`config.mk`:
```
export PLATFORM = sky130hd
export DESIGN_NAME = rol32_rotator
export DESIGN_NICKNAME = d
export VERILOG_FILES = /design/src/rtl/rol32_pkg.sv /design/src/rtl/rol32_barrel.sv /design/src/rtl/rol32_rotator.sv
export SDC_FILE = /design/constraint.sdc
export NUM_CORES = 1
export LEC_CHECK = 0
export CAP_MARGIN = 20
export CORE_ASPECT_RATIO = 0.9
export CORE_MARGIN = 5
export CORE_UTILIZATION = 44
export DETAILED_ROUTE_END_ITERATION = 8
export GPL_ROUTABILITY_DRIVEN = 0
export PLACE_DENSITY = 0.77
export SYNTH_ARGS = -nofsm -noshare
export SYNTH_HDL_FRONTEND = slang
export SYNTH_SLANG_ARGS = --single-unit
```
`constraint.sdc`:
```
create_clock -name clk -period 2.9 [get_ports clk]
set_clock_uncertainty 0.05 [all_clocks]
set_input_delay 0.58 -clock clk [delete_from_list [all_inputs] [get_ports clk]]
set_output_delay 0.58 -clock clk [all_outputs]
set_load 0.1 [all_outputs]
```
`src/rtl/rol32_pkg.sv`:
```
// Shared definitions for the 32-bit rotate-left unit.
// Holds the word/amount types and a reference rotate function that serves as
// the behavioural model for the rotator.
// Optional feature macro: ROL32_ROR_EN (adds rotate-right; see rol32_rotator).
package rol32_pkg;

    localparam int unsigned DATA_W  = 32;
    localparam int unsigned SHAMT_W = 5;

    typedef logic [DATA_W-1:0]  word_t;
    typedef logic [SHAMT_W-1:0] shamt_t;

    // Rotate left by amt; amt == 0 is a pass-through (avoids a 32-bit shift).
    function automatic word_t rotl(input word_t data, input shamt_t amt);
        word_t res;
        if (amt == '0) begin
            res = data;
        end else begin
            res = (data << amt) | (data >> (6'd32 - {1'b0, amt}));
        end
        return res;
    endfunction

endpackage

```
`src/rtl/rol32_barrel.sv`:
```
// Purely combinational five-stage barrel rotator.
// Stage k rotates the running word left by 2^k when amt[k] is set.
// Ports:
//   data_in  - operand
//   amt      - rotate amount (5 bits)
//   dir      - (only with ROL32_ROR_EN) 1 = rotate right, 0 = rotate left
//   data_out - rotated operand
module rol32_barrel
    import rol32_pkg::*;
(
    input  word_t  data_in,
    input  shamt_t amt,
`ifdef ROL32_ROR_EN
    input  logic   dir,
`endif
    output word_t  data_out
);

    shamt_t amt_eff;

`ifdef ROL32_ROR_EN
    // Right rotate by amt is a left rotate by (32 - amt) mod 32, i.e. the
    // 5-bit two's complement of amt.
    shamt_t neg_amt;
    assign neg_amt = ~amt + 1'b1;
    assign amt_eff = dir ? neg_amt : amt;
`else
    assign amt_eff = amt;
`endif

    word_t stage [SHAMT_W+1];

    assign stage[0] = data_in;

    for (genvar k = 0; k < SHAMT_W; k++) begin : g_stage
        localparam int unsigned SH = 1 << k;
        assign stage[k+1] = amt_eff[k]
            ? {stage[k][DATA_W-1-SH:0], stage[k][DATA_W-1:DATA_W-SH]}
            : stage[k];
    end

    assign data_out = stage[SHAMT_W];

endmodule

```
`src/rtl/rol32_rotator.sv`:
```
// 32-bit rotate-left unit for the ALU (ROL). One cycle of latency, full
// throughput, no back-pressure.
// Ports:
//   clk        - rising-edge clock
//   clr        - synchronous active-high reset (priority over in_valid)
//   in_valid   - operands valid this cycle
//   in_data    - operand to rotate
//   num_rotate - rotate amount; only bits [4:0] are used
//   dir        - (only with ROL32_ROR_EN) 1 = rotate right
//   out_data   - registered result
//   out_valid  - out_data holds a fresh result
//   out_zero   - registered flag, out_data == 0
// Optional feature macro: ROL32_ROR_EN.
module rol32_rotator #(
    parameter int unsigned DATA_W = 32,
    parameter int unsigned CNT_W  = 32
) (
    input  logic              clk,
    input  logic              clr,
    input  logic              in_valid,
    input  logic [DATA_W-1:0] in_data,
    input  logic [CNT_W-1:0]  num_rotate,
`ifdef ROL32_ROR_EN
    input  logic              dir,
`endif
    output logic [DATA_W-1:0] out_data,
    output logic              out_valid,
    output logic              out_zero
);

    localparam int unsigned SHAMT_W = $clog2(DATA_W);

    import rol32_pkg::*;

    shamt_t amt;
    word_t  result;
    logic   unused_amt_hi;

    // Upper amount bits are don't-care: rotation is modulo 32.
    assign amt           = num_rotate[SHAMT_W-1:0];
    assign unused_amt_hi = ^num_rotate[CNT_W-1:SHAMT_W];

    rol32_barrel u_barrel (
        .data_in  (in_data),
        .amt      (amt),
`ifdef ROL32_ROR_EN
        .dir      (dir),
`endif
        .data_out (result)
    );

    always_ff @(posedge clk) begin
        if (clr) begin
            out_data  <= '0;
            out_zero  <= 1'b1;
            out_valid <= 1'b0;
        end else if (in_valid) begin
            out_data  <= result;
            out_zero  <= (result == '0);
            out_valid <= 1'b1;
        end else begin
            out_valid <= 1'b0;
        end
    end

endmodule

```
### Word level (Yosys, flattened, before mapping)

Index checks and enable logic that the tools add are counted.

| cells by class | value |
|---|---|
| reduce and logical (&&, ||, !) cells | 1 |
| muxes and demuxes | 6 |

Operators with widths:

| operator | count |
|---|---|
| two-way mux 32 bit | 5 |
| zero test 32 bit | 1 |
| two-way mux 1 bit | 1 |

| storage, ports and cells | value |
|---|---|
| logic and storage cells | 10 |
| output and inout bits | 34 |
| register bits | 34 |
| input bits | 67 |

### Logic depth before layout (Yosys ltp)

Gate-level depths: netlist (run 1).

| depth | value |
|---|---|
| word-level depth | 6 |
| gate-level depth with buffers | 9 |
| mapped depth without buffers | 6 |

### Hierarchy

From an unflattened synthesis (run 1), not the netlist that was laid out.

| second synthesis, totals | value |
|---|---|
| cell total of the unflattened synthesis | 238 |
| area, all modules | 3,210.6 um^2 |

By module, submodules not included:

| module | instances | cells each | seq. area each (um^2) | area an instance (um^2) |
|---|---|---|---|---|
| rol32_barrel | 1 | 116 | 0.0 | 1,948.1 |
| rol32_rotator | 1 | 122 | 680.7 | 1,262.5 |

### Worst setup path after synthesis (run 1)

Ideal clock, no wire load.

| path | value |
|---|---|
| path type | input port to flip-flop |
| start | in num_rotate[3] |
| end | reg out_zero |
| stages on the path | 8 |
| arrival | 2.856 ns |
| data required time | 2.763 ns |
| path buffers | 2 |
| path slack | -0.093 ns |
| setup time | 0.087 ns |
| cells stage by stage | clkbuf_1 > clkbuf_1 > mux4_2 > mux2_1 > mux4_2 > nor4b_2 > nand4_1 > o31ai_1 |

| between the ends | value |
|---|---|
| longest elaborated chain between the ends | 3 |

Ends and longest elaborated chain:

| item | RTL line | text |
|---|---|---|
| start: declaration | rol32_rotator.sv:22 | `input logic [CNT_W-1:0] num_rotate,` |
| two-way mux 32 bit (2 in series) | rol32_barrel.sv:38 | `? {stage[k][DATA_W-1-SH:0], stage[k][DATA_W-1:DATA_W-SH]}` |
| zero test 32 bit | rol32_rotator.sv:59 | `out_zero <= (result == '0);` |
| end signal: assignment | rol32_rotator.sv:59 |  |
| end: declaration | rol32_rotator.sv:28 | `output logic out_zero` |

Every way passes these cells.
A chain may end at the register's enable or synchronous reset.

### Final worst setup path (run 1)

| path | value |
|---|---|
| start | in num_rotate[0] |
| end | reg out_zero |

| between the ends | value |
|---|---|
| longest elaborated chain between the ends | 6 |

Ends and longest elaborated chain:

| item | RTL line |
|---|---|
| two-way mux 32 bit (5 in series) | rol32_barrel.sv:38 |
| zero test 32 bit | rol32_rotator.sv:59 |

Every way passes these cells.

==> results.py, run 1 <==
metrics = {
    "synth": {
        "synth_top_area_share_pct": 41.6,
        "synth_edf_count": 0,
        "yosysUniqueCellTypes": 38,
        "yosysTopAreaCell": "mux4_2",
        "synthFlopType": "dfxtp_1",
        "synthTopCellsByArea": "mux4_2 42%, dfxtp_1 20%, mux2i_1 7.0%, nor2_1 4.9%, nand2_1 3.7%",
        "syn_avg_cell_area_um2": 11.0,
        "async_flop_share_pct": 0,
        "ys_warn_count": 0,
        "synth-seq-cells": 34,
        "yosysSeqAreaShare_pct": 19.9,
        "syn-cell-area_um2": 3410,
        "syn-instance-count": 311,
        "synthesis.nets": 378,
    },
    "job": {
        "max_cap_viol_count": 0,
    },
    "hold_path": {
        "hold_depth": 2,
        "min_path_type": "flop to flop",
    },
    "placement": {
        "port_buffers": 73,
        "post_dp_cell_area_um2": 4660,
        "placed_cells": 527,
        "place_worst_setup_slack_ps": -527,
        "post-dp-hpwl_um": 8310,
    },
    "power_and_ir_drop": {
        "p_leak_nw": 2.07,
        "internal_power_mw": 1.37,
        "peakVddDrop_mv": 0.204,
        "powerDensity_nw_per_um2": 466,
        "p_sw_share_pct": 39.5,
        "switchingPower_mw": 0.898,
        "combPwrFrac_pct": 53.4,
        "power_frac_seq_pct": 23.4,
        "clkPwrFrac_pct": 23.2,
    },
    "cells_and_area": {
        "syn_to_final_growth_pct": 43.0,
        "fillers": 587,
        "final_area_um2": 4880,
        "fin_cells": 546,
        "drive_gt1_share_pct": 47.6,
        "antenna_cells": 0,
        "final_core_util_pct": 64.7,
        "nets": 516,
    },
    "global_routing": {
        "grt_use_total_pct": 22.0,
        "grt_pass1_wl_um": 16800,
        "grt.overflow.total": 0,
        "grt_pass1_vias": 3327,
        "grt_antenna_before_repair": 0,
        "grt_start_max_net_pins": 38,
    },
    "setup_path": {
        "reg2reg_depth": 3,
        "cp-start-kind": "input pin",
        "crit_fanout": 6,
        "worstPathRequired_ps": 3050,
        "end_kind": "flop",
        "path_class": "input pin to flop",
        "cp.arrival_ps": 3040,
    },
    "clocking": {
        "cts_buffers": 5,
        "cts_num_sinks": 34,
        "cts_tree": "yes",
        "insertion_delay_ps": 290,
        "holdBufCountCts": 0,
        "clockBufferDepth": 2,
        "clk_pin_slew_worst_paths_ps": 80,
        "htree_levels": 2,
        "cts_root_buffer": "clkbuf_8",
    },
    "detailed_routing": {
        "via_per_inst": 6.08,
        "drc_errors": 0,
        "routedWlPerCell_um": 19.1,
        "ant_nets": 0,
        "num_vias": 3319,
        "firstDrtPassIters": 4,
        "drtIter0Drc": 223,
        "totalWireLength_um": 10400,
    },
    "timing": {
        "maxSlewHeadroom_pct": 74.0,
        "setup_viol": 0,
        "rsz0062_at_grt": "yes",
        "post-route-period-util_pct": 99.6,
        "setup_slack_ps": 12.2,
        "hold_viol_final": 0,
        "fmax_mhz": 346,
        "worst-slew-pin-transition_ps": 390,
        "final_max_slew_viol_count": 0,
        "period_minus_slack_ps": 2890,
    },
    "floorplan": {
        "dieArea_um2": 9620,
        "die_height_um": 93.6,
        "core_area_um2": 7540,
        "dieWidth_um": 103,
        "rows": 30,
        "ios": 101,
        "initial_utilization_pct": 45.2,
    },
    "run_status": {
        "status": "completed",
    },
}
==> power groups by stage <==
stage | registers (mW) | logic, mW | clock network [mW]
floorplan | 0.842 | 0.472 | 0
global placement | 0.541 | 1.16 | 0
detailed placement | 0.543 | 1.19 | 0
CTS | 0.532 | 1.19 | 0.537
global route | 0.537 | 1.28 | 0.553
finish | 0.532 | 1.21 | 0.527
==> what timing repair did <==
item	CTS	global route
setup buffers	5	6
pin swaps	3	3
endpoints found under the setup margin	1	1
resized for setup	36	12
==> cell type report <==
class / count / area, um^2 / share of cell area (%)
Inverter: 5 / 18.8 / 0.385
Multi-Input combinational cell: 238 / 2560 / 52.5
Timing Repair Buffer: 165 / 1360 / 27.9
Clock inverter: 3 / 68.8 / 1.41
Sequential cell: 34 / 681 / 13.9
Tap cell: 96 / 120 / 2.46
Clock buffer: 5 / 68.8 / 1.41
==> cell families after synthesis <==
kind of cell / count (synthesis) / synth area share [%]
AOI/OAI and AO/OA: 34 / 7.88
buffers and inverters: 39 / 5.50
DFF: 34 / 19.9
muxes: 102 / 53.6
and+or+nand+nor: 102 / 13.1
==> flip-flops by register name, summed over array words and instances (netlist names) <==
| name | flops |
|---|---|
| out_data | 32 |
| out_valid | 1 |
| out_zero | 1 |
==> through the flow <==
step / total power [mW] / setup TNS, ps / hold slack [ps]
floorplan: 1.31 / 0 / 756
global placement: 1.70 / -1200 / 418
detailed placement: 1.73 / -1720 / 427
CTS: 2.26 / 0 / 440
global route: 2.36 / -34.4 / 448
finish: 2.27 / 0 / 435
==> cell usage after synthesis, drive strengths merged, types with 3 or more instances <==
cell type and count:
mux4 63, nor2 45, dfxtp 34, nand2 34
clkbuf 25, mux2i 24, mux2 15, a211oi 11
a311oi 11, buf 9, nor3 8, inv 4
nand4 3, nor4 3
==> worst max-delay path: stages <==
cell,delay [ps]
buf_12,90
buf_12,110
buf_8,120
mux4_2,580
mux2_2,290
mux4_2,510
nor4b_2,300
nand4_1,160
o31ai_1,290
==> layer usage <==
| layer | up-vias | part of all wire (%) | GRT usage, % |
|---|---|---|---|
| met2 | 173 | 47 | 34.7 |
| li1 | 1515 | - | - |
| met4 | 0 | 2.4 | 7.87 |
| met5 | - | 0 | 0 |
| met3 | 22 | 9.3 | 4.77 |
| met1 | 1609 | 41 | 29.8 |
==> placed cells by master (no fill, tap or decap), types with 2 or more instances in the layout <==
cell	synthesis	layout
nor2b_1	2	2
clkbuf_8	0	5
buf_4	0	119
nor3_1	8	8
mux2_2	9	8
buf_12	1	5
dfxtp_1	34	34
nor4_1	2	2
inv_1	2	2
bufinv_16	0	2
mux2_4	0	2
nand2_1	34	34
or2_1	2	2
nand4_1	3	3
inv_2	2	2
mux2_1	6	5
a311oi_1	11	11
mux4_2	63	63
and3_1	2	2
nor2_1	45	45
mux2i_1	24	24
dlygate4sd2_1	0	32
buf_6	3	2
a211oi_1	11	11
a21oi_1	2	2
clkdlybuf4s50_1	0	4
==> path summary, 6_finish.rpt <==
check                     start            to  slack (ps)
hold reg to reg    out_data[16]  out_data[16]         440
setup reg to reg   out_data[21]  out_data[21]        2090
setup / recovery  num_rotate[0]      out_zero          10
hold / removal     out_data[16]  out_data[16]         440
(Power assumes the default switching activity.)
==> run 2: changes to the inputs <==
--- a/config.mk
+++ b/config.mk
@@ -7,7 +7,7 @@
 export LEC_CHECK = 0
 export CAP_MARGIN = 20
 export CORE_ASPECT_RATIO = 0.9
-export CORE_MARGIN = 5
+export CORE_MARGIN = 8
 export CORE_UTILIZATION = 44
 export DETAILED_ROUTE_END_ITERATION = 8
 export GPL_ROUTABILITY_DRIVEN = 0
==> run 2 against run 1 <==
Compared with the run above:
- sequential share of layout area down 0.20 points
- clock-buffer cell count is 1 higher
- clock power is 30% lower
- sequential power hardly changed
- total power fell by 5.3%
==> results.py, run 2 (same netlist as run 1, synthesis figures left out) <==
metrics = {
    "detailed_routing": {
        "routedWlPerCell_um": 20.1,
        "wl_met1_um": 4530,
        "drc_errors": 0,
        "totalWireLength_um": 11100,
        "via_per_inst": 6.16,
        "ant_nets": 0,
        "firstDrtPassIters": 4,
        "dr_wl_met2_um": 5370,
        "top_layer_used": "met4",
        "dr_wl_met3_um": 968,
        "num_vias": 3392,
        "drtIter0Drc": 214,
    },
    "cells_and_area": {
        "antenna_cells": 0,
        "largest_reg_flops": 32,
        "drive_gt1_share_pct": 49.2,
        "nets": 521,
        "syn_to_final_growth_pct": 45.1,
        "final_common_cell": "buf_4",
        "max_flop_register": "out_data",
        "reg.largest.list": "out_data (32), out_valid (1), out_zero (1)",
        "final_cell_mix": "124 x buf_4, 63 x mux4_2, 45 x nor2_1",
    },
    "floorplan": {
        "initial_utilization_pct": 45.2,
        "rows": 30,
        "core_area_um2": 7540,
        "dieArea_um2": 10800,
        "dieWidth_um": 109,
        "ios": 101,
        "die_height_um": 99.6,
    },
    "power_and_ir_drop": {
        "finalPower_mw": 2.15,
        "powerDensity_nw_per_um2": 434,
        "internal_power_mw": 1.24,
        "power_frac_seq_pct": 24.7,
        "switchingPower_mw": 0.908,
        "combPwrFrac_pct": 58.2,
        "p_sw_share_pct": 42.2,
        "peakVddDrop_mv": 0.173,
        "p_leak_nw": 2.19,
        "clkPwrFrac_pct": 17.1,
    },
    "clocking": {
        "cts_root_buffer": "clkbuf_8",
        "cts_tree": "yes",
        "cts_buffers": 5,
        "insertion_delay_ps": 290,
        "clockBufferDepth": 2,
        "htree_levels": 2,
        "clk_pin_slew_worst_paths_ps": 70,
        "cts_num_sinks": 34,
    },
    "timing": {
        "final_max_slew_viol_count": 0,
        "setup_slack_ps": 63.2,
        "period_minus_slack_ps": 2840,
        "worst-slew-pin-transition_ps": 373,
        "fmax_mhz": 353,
        "maxSlewHeadroom_pct": 74.4,
        "hold_viol_final": 0,
        "setup_viol": 0,
        "post-route-period-util_pct": 97.8,
    },
    "global_routing": {
        "grt.overflow.total": 0,
        "grt_pass1_wl_um": 17400,
        "grt_pass1_vias": 3448,
        "grt_use_total_pct": 19.9,
        "grt_start_max_net_pins": 33,
        "grt_antenna_before_repair": 0,
    },
    "setup_path": {
        "ff2ff_setup_slack_ps": 2110,
        "r2r-start": "out_data[21]",
        "cp.arrival_ps": 2990,
        "path_class": "input pin to flop",
        "end_kind": "flop",
        "worstPathRequired_ps": 3060,
        "crit_fanout": 9,
        "cp-start-kind": "input pin",
        "cp-startpoint": "num_rotate[1]",
    },
    "hold_path": {
        "hold_start": "out_data[3]",
        "min_path_type": "flop to flop",
    },
    "placement": {
        "place_worst_setup_slack_ps": -544,
        "port_buffers": 73,
        "post-dp-hpwl_um": 8620,
    },
    "run_status": {
        "status": "completed",
    },
    "job": {
        "max_cap_viol_count": 0,
    },
}
-- run 2: changes by cell type in the layout (fill, tap and decap cells not counted), moves of 2 or more --
cell | previous run | this run
dlygate4sd2_1 | 32 | 19
dlymetal6s2s_1 | 0 | 13
buf_4 | 119 | 124
bufinv_16 | 2 | 0
mux2_4 | 2 | 4
mux2i_1 | 24 | 22
mux2i_2 | 0 | 2
nor4_2 | 0 | 2
-- run 2: timing repair --
action	in CTS	in global routing
gates resized for setup	24	26
setup buffers	4	9
hold buffers	0	0
pin swaps	3	4
cloned	0	1
setup endpoints to repair	1	1
-- run 2: through the flow --
step / util [%] / instances / hold WS [ps] / setup TNS [ps] / area [um^2]
6_report: 65.6 / 551 / 430 / 0 / 4950
5_1_grt: 65.6 / 551 / 459 / -14.5 / 4950
4_1_cts: 63.5 / 541 / 435 / 0 / 4790
3_5_place_dp: 61.9 / 529 / 424 / -1680 / 4670
3_3_place_gp: 61.9 / 529 / 414 / -1190 / 4670
2_1_floorplan: - / 311 / 756 / 0 / 3420
-- run 2: routing by layer --
layer | up-vias | track usage (%)
li1 | 1521 | -
met5 | - | 0
met4 | 0 | 8.31
met1 | 1675 | 25.5
met2 | 181 | 31.5
met3 | 15 | 4.46
-- run 2: worst max-delay path: stages --
cell	delay (ps)
clkdlybuf4s50_1	470
clkinv_1	90
buf_4	180
buf_4	190
mux4_2	510
mux2i_1	340
nand4_1	180
or2_1	250
o31ai_1	200
-- run 2: area by class of cell --
| cell class | count | area [um^2] |
|---|---|---|
| Clock buffer | 6 | 82.6 |
| Clock inverter | 2 | 12.5 |
| Fill cell | 587 | 2590 |
| Inverter | 5 | 18.8 |
| Multi-Input combinational cell | 238 | 2590 |
| Sequential cell | 34 | 681 |
| Tap cell | 96 | 120 |
| Timing Repair Buffer | 170 | 1450 |
-- run 2: worst paths after layout --
kind / end / cells past startpoint
worst max register to register: out_data[21] / 3
worst min-delay path: out_data[3] / 2
worst min register to register: out_data[3] / 2
worst max-delay path: out_zero / 9
-- run 2: power groups by stage --
| stage | Combinational (mW) | Clock, mW | Sequential [mW] |
|---|---|---|---|
| global route | 1.31 | 0.398 | 0.536 |
| global placement | 1.17 | 0 | 0.540 |
| floorplan | 0.472 | 0 | 0.842 |
| CTS | 1.21 | 0.374 | 0.532 |
| finish | 1.25 | 0.368 | 0.531 |
| detailed placement | 1.20 | 0 | 0.542 |
